File: config.mk
export PLATFORM = sky130hd
export DESIGN_NAME = pc_fetch_ctrl
export DESIGN_NICKNAME = d
export VERILOG_FILES = /design/src/rtl/pc_fetch_ctrl.sv
export SDC_FILE = /design/constraint.sdc
export NUM_CORES = 1
export LEC_CHECK = 0
export BUFFER_PORTS_ARGS = -buffer_cell sky130_fd_sc_hd__buf_2
export CAP_MARGIN = 20
export CORE_UTILIZATION = 52
export CTS_CLUSTER_SIZE = 16
export DETAILED_ROUTE_END_ITERATION = 7
export PLACE_DENSITY = 0.95
export SYNTH_ARGS = -nofsm -noshare
export SYNTH_HDL_FRONTEND = slang
export SYNTH_SLANG_ARGS = --single-unit
File: constraint.sdc
create_clock -name clk -period 4.9 [get_ports clk]
set_clock_uncertainty 0.2 [all_clocks]
set_input_delay 1.225 -clock clk [delete_from_list [all_inputs] [get_ports clk]]
set_output_delay 1.225 -clock clk [all_outputs]
set_load 0.02 [all_outputs]
File: src/rtl/pc_fetch_ctrl.sv
// Instruction-fetch sequencer: owns the PC, keeps exactly one imem request in flight and
// presents fetched words to decode. Optional misaligned-redirect trap: PC_FETCH_MISALIGN_TRAP_EN.
module pc_fetch_ctrl #(
    parameter logic [31:0] RESET_VECTOR = 32'h0000_0000
) (
    input  logic        clk,
    input  logic        rst,
    output logic        imem_req_valid,
    input  logic        imem_req_ready,
    output logic [31:0] imem_addr,
    input  logic        imem_rsp_valid,
    input  logic [31:0] imem_rsp_data,
    output logic        if_valid,
    input  logic        if_ready,
    output logic [31:0] if_pc,
    output logic [31:0] if_instr,
    input  logic        redir_valid,
    input  logic [31:0] redir_target,
    output logic        misaligned_err
);

`ifdef PC_FETCH_MISALIGN_TRAP_EN
    typedef enum logic [2:0] {
        IDLE = 3'd0,
        REQ  = 3'd1,
        WAIT = 3'd2,
        OUT  = 3'd3,
        ERR  = 3'd4
    } state_t;
`else
    typedef enum logic [1:0] {
        IDLE = 2'd0,
        REQ  = 2'd1,
        WAIT = 2'd2,
        OUT  = 2'd3
    } state_t;
`endif

    state_t      state_r;
    state_t      redir_dest_s;
    state_t      kill_dest_s;
    logic [31:0] pc_r;
    logic [31:0] if_pc_r;
    logic [31:0] if_instr_r;
    logic [31:0] redir_tgt_s;
    logic        kill_r;
`ifdef PC_FETCH_MISALIGN_TRAP_EN
    logic        redir_mis_s;
    logic        err_pend_r;

    assign redir_mis_s = |redir_target[1:0];
`endif

    assign imem_req_valid = (state_r == REQ);
    assign imem_addr      = pc_r;
    assign if_valid       = (state_r == OUT);
    assign if_pc          = if_pc_r;
    assign if_instr       = if_instr_r;
`ifdef PC_FETCH_MISALIGN_TRAP_EN
    assign misaligned_err = (state_r == ERR);
`else
    assign misaligned_err = 1'b0;
`endif

    // Redirect target and the state entered after a redirect or after a discarded response
    always_comb begin
        redir_tgt_s  = redir_target & 32'hFFFF_FFFC;
        redir_dest_s = REQ;
        kill_dest_s  = REQ;
`ifdef PC_FETCH_MISALIGN_TRAP_EN
        redir_tgt_s  = redir_target;
        redir_dest_s = redir_mis_s ? ERR : REQ;
        kill_dest_s  = err_pend_r ? ERR : REQ;
`endif
    end

    // Fetch state machine, PC and presented-instruction registers
    always_ff @(posedge clk) begin
        if (rst) begin
            state_r    <= IDLE;
            pc_r       <= RESET_VECTOR;
            kill_r     <= 1'b0;
            if_pc_r    <= 32'h0000_0000;
            if_instr_r <= 32'h0000_0000;
`ifdef PC_FETCH_MISALIGN_TRAP_EN
            err_pend_r <= 1'b0;
`endif
        end else if (redir_valid) begin
            pc_r <= redir_tgt_s;
            case (state_r)
                REQ: begin
                    // An accepted old-path request still owes us one response to drop
                    if (imem_req_ready) begin
                        state_r <= WAIT;
                        kill_r  <= 1'b1;
`ifdef PC_FETCH_MISALIGN_TRAP_EN
                        err_pend_r <= redir_mis_s;
`endif
                    end else begin
                        state_r <= redir_dest_s;
                    end
                end
                WAIT: begin
                    if (imem_rsp_valid) begin
                        state_r <= redir_dest_s;
                        kill_r  <= 1'b0;
`ifdef PC_FETCH_MISALIGN_TRAP_EN
                        err_pend_r <= 1'b0;
`endif
                    end else begin
                        kill_r <= 1'b1;
`ifdef PC_FETCH_MISALIGN_TRAP_EN
                        err_pend_r <= redir_mis_s;
`endif
                    end
                end
                default: begin
                    state_r <= redir_dest_s;
`ifdef PC_FETCH_MISALIGN_TRAP_EN
                    err_pend_r <= 1'b0;
`endif
                end
            endcase
        end else begin
            case (state_r)
                IDLE: state_r <= REQ;
                REQ: begin
                    if (imem_req_ready) begin
                        state_r <= WAIT;
                    end
                end
                WAIT: begin
                    if (imem_rsp_valid) begin
                        if (kill_r) begin
                            kill_r  <= 1'b0;
                            state_r <= kill_dest_s;
`ifdef PC_FETCH_MISALIGN_TRAP_EN
                            err_pend_r <= 1'b0;
`endif
                        end else begin
                            if_instr_r <= imem_rsp_data;
                            if_pc_r    <= pc_r;
                            state_r    <= OUT;
                        end
                    end
                end
                OUT: begin
                    if (if_ready) begin
                        pc_r    <= pc_r + 32'd4;
                        state_r <= REQ;
                    end
                end
                default: state_r <= state_r;
            endcase
        end
    end

endmodule

# Yosys cells after proc, flatten, opt, wreduce, memory -nomap -nowiden
# Index checks and enable logic that the tools add are counted.
dict set report word_totals {
  reg_bits 99
  in_bits 70
  word_cells 46
}
dict set report classes {
  bitwise_logic 2
  add_sub_neg 1
  n_reduce_logical 12
  muxes 18
  n_eq_ne 7
}
# cell n
set ops {}
lappend ops {{32-bit 2-to-1 mux} 3}
lappend ops {{32-bit by 3-bit adder with 32-bit output, second input constant} 1}
lappend ops {{2-bit 2-to-1 mux} 7}
lappend ops {{2-bit nonzero test} 5}
lappend ops {{2-bit case mux with 4 select lines} 1}
lappend ops {{4-bit AND reduction} 2}
lappend ops {{3-bit by 1-bit != test with 1-bit output, second input constant} 2}
lappend ops {{1-bit 2-to-1 mux} 5}
lappend ops {{2-bit == test, second input constant} 2}
lappend ops {{2-bit case mux with 2 select lines} 1}
lappend ops {{2-bit AND reduction} 2}
lappend ops {{3-bit != test, second input constant} 1}
lappend ops {{3-bit AND reduction} 1}
lappend ops {{2-bit by 1-bit == test with 1-bit output, second input constant} 1}
lappend ops {{2-bit logical NOT} 1}
lappend ops {{2-bit != test, second input constant} 1}
lappend ops {{1-bit NOT} 2}
lappend ops {{1-bit case mux with 2 select lines} 1}
lappend ops {{2-bit OR reduction} 1}

# Depth between registers and ports, before layout
dict set report logic_depth {
  ltp_word 4
  depth_mapped 8
  ltp_nobuf 6
}

# Worst setup path after synthesis
# OpenSTA, ideal clock, no wires.
dict set report synth_path {
  path_kind {input to register}
  start {in if_ready}
  end {reg pc_r[24] (netlist: imem_addr[24])}
  arrival_time_ps 2325
  t_required_ps 4609
  path_stages 5
  setup_slack_ps 2284
  path_cell_list {and3_2 > nand2_4 > buf_6 > or4_1 > a311oi_1}
}
dict set report synth_between {
  elab_chain_len 2
}
# item line_no
set synth_rtl {}
lappend synth_rtl {{start, declared} 14} ;# input logic if_ready,
lappend synth_rtl {{2-bit nonzero test (no source line)} -}
lappend synth_rtl {{2-bit AND reduction (no source line)} -}
lappend synth_rtl {{end signal, assigned} 89} ;# pc_r <= redir_tgt_s;
lappend synth_rtl {{end signal, assigned} 149} ;# pc_r <= pc_r + 32'd4;
lappend synth_rtl {{end, declared} 42} ;# logic [31:0] pc_r;
# No other way between the ends.
# A chain may end at the register's enable or synchronous reset.

# Final worst setup path
dict set report layout_path {
  start {in redir_valid}
  end {reg pc_r[11] (netlist: imem_addr[11])}
}
dict set report layout_between {
  elab_chain_len 2
}
# item line_no
set layout_rtl {}
lappend layout_rtl {{start, declared} 17} ;# input logic redir_valid,
lappend layout_rtl {{2-bit nonzero test (no source line)} -}
lappend layout_rtl {{2-bit AND reduction (no source line)} -}
# Several ways; a longest one is shown, not always the timed one.

==> flow_summary.ini <==
[pwr]
p_sw_mw = 0.446
power.density_nw_per_um2 = 292
total_power_mw = 1.52
swShare_pct = 29.4
irDropWorstVdd_mv = 0.156
leakage_nw = 2.17
pwr-share-clk_pct = 33.3
sequentialPowerShare_pct = 55.0
p_int_mw = 1.07
pwr-share-comb_pct = 11.7

[global_route]
grt_pass1_vias = 3831
grt_usage_pct = 26.5
grt-ovfl-total = 0
grt_busiest_layer = met2
grt_max_degree = 63
use_met3_pct = 3.81
antenna_found_initial = 0
grt_use_met2_pct = 44.0
grt.met1_usage_pct = 34.5
grt_pass1_wl_mm = 18.0

[sta]
slew_violations = 0
hold_viol = 0
clock.fmax_mhz = 340
tightest_slew_ps = 702
fin_crit_ps = 2940
finalCritPeriodShare_pct = 60.0
setup_viol_count_final = 0
setup_tns_ps = 0
rsz0062_at_grt = false
relSlewSlack_pct = 53.1

[finish]
area_growth_pct = 23.0
fill_cells = 687
multiInputGateArea_um2 = 2090
final_cells = 776
register_area_um2 = 1900
drive_above_1_share_pct = 27.9
diodes = 0
nNetsFinal = 743

[synth]
synthSimpleGateAreaFrac_pct = 27.1
synthArstFlopShare_pct = 0
synth_compound_area_share_pct = 18.4
synth_cells = 535
synth_area_um2 = 4230
ys_seq_area_share_pct = 45.0
yosysUniqueCellTypes = 48
synthAdderAreaFrac_pct = 1.18
synth.area.mux_share_pct = 0
synth_ff_type = dfxtp_1
synth_seq_cells = 95
netlist_top_cells_count = nand2_1 (146), dfxtp_1 (95), a21oi_1 (71)
yosysWarnings = 0
synth.most_common_cell = nand2_1
synth_area_leaders = dfxtp_1 (45%), nand2_1 (13%), a21oi_1 (8.4%), a311oi_1 (3.1%), clkbuf_1 (2.7%)
synth_top_area_share_pct = 45.0
synth_top_family_by_area = simple AND/OR/NAND/NOR gates
synth_top_area_cell = dfxtp_1
synthXorXnorAreaFrac_pct = 2.28
synth_edf_count = 0
avgSynthCellArea_um2 = 7.90

[clock_network]
cts_htree_levels = 3
clockRootBuffer = clkbuf_8
cts_made_buffers = 9
post_cts_buffers = 0
cts_tree = built
clock_path_buffers = 2
worstSkewPairLatency_ps = 360
path_clk_slew_ps = 90
cts.repair.resized = 0
numClockSinks = 95
cts_hold_repair.buffers = 0

[route]
num_vias = 4297
via_per_inst = 5.54
drt-pass1-iter-count = 5
post_drt_wl_per_cell_um = 14.6
drtIter0Drc = 270
drt-total-wl_mm = 11.3
drc = 0
ant_nets = 0

[place]
placedCellCount = 759
gp_congestion = 0.816
io_buffers = 161
dp_hpwl_mm = 7.91

[worst_setup_path]
cp.required_ps = 4940
cp-end-kind = flip-flop
startpoint_type = input pin
cp.arrival_ps = 2990
worstPathMaxFanout = 28
path_class = in2reg

[floorplanning]
die_height_um = 92.1
dieWidth_um = 92.1
ios = 169
core_um2 = 7810
start_util_pct = 54.1
placementRows = 32
die_area_um2 = 8490

[min_path]
hold_path.class = reg2reg

[job]
cap_violations = 0

[run_status]
status = complete, no violations
## cells in the final DEF (no fill, tap or decap), types with 5 or more instances in the layout
cell      instances
a21oi_1          71
nor2_1           25
nand3_1          17
xnor2_1           7
o31ai_1          10
a311oi_1         15
nand2_1         146
nor3_1            6
dfxtp_1          95
a211oi_1          9
nor4_1            6
conb_1            5
inv_1             9
or4_1            11
clkbuf_8         10
nand4_1           9
buf_2           160
## final timing paths
path	start	end	slack [ps]	depth (start not counted)
max	redir_valid	imem_addr[11]	1960	5
min	if_pc[12]	if_pc[12]	250	2
max reg2reg	state_r[1]	imem_addr[17]	2440	5
min reg2reg	if_pc[12]	if_pc[12]	250	2
## logic make-up after synthesis
group | count (synthesis)
AOI/OAI and AO/OA | 122
xor gates and xnor gates | 11
adders and majority gates | 4
buffers and inverters | 55
DFF | 95
other | 1
and+or+nand+nor | 247
## critical path, stage by stage
cell and delay (ps):
buf_2 360, inv_1 450, buf_4 370, and4_1 220, a2111oi_0 340
## state kept, by name, indices dropped and copies added (netlist names)
name       flops
state_r        2
if_instr      32
kill_r         1
imem_addr     30
if_pc         30
## power groups by stage
stage / clock (mW) / combinational [mW] / sequential, mW
2_1_floorplan: 0 / 0.0903 / 0.867
3_3_place_gp: 0 / 0.170 / 0.848
3_5_place_dp: 0 / 0.177 / 0.851
4_1_cts: 0.511 / 0.177 / 0.833
5_1_grt: 0.544 / 0.194 / 0.839
6_report: 0.506 / 0.178 / 0.834
## metal layers
layer  vias up  wire, um
li1       2133         -
met1      1973      4930
met2       165      5470
met3        26       668
met4         0       274
met5         -         0
## stage by stage
stage | setup slack (ps) | hold WS, ps | utilization [%] | area [um^2]
2_1_floorplan | 2280 | 313 | - | 4240
3_3_place_gp | 1690 | 239 | 63.9 | 4990
3_5_place_dp | 1640 | 243 | 63.9 | 4990
4_1_cts | 2000 | 256 | 66.3 | 5180
5_1_grt | 1810 | 268 | 66.6 | 5200
6_report | 1960 | 254 | 66.6 | 5200
## final cells by class
class / instances / share of cell area (%)
Inverter: 9 / 0.650
Sequential cell: 95 / 36.6
Clock buffer: 10 / 2.65
Tap cell: 102 / 2.45
Multi-Input combinational cell: 389 / 40.2
Timing Repair Buffer: 165 / 16.4
Clock inverter: 6 / 1.06
Power figures use the tool's default switching activity.
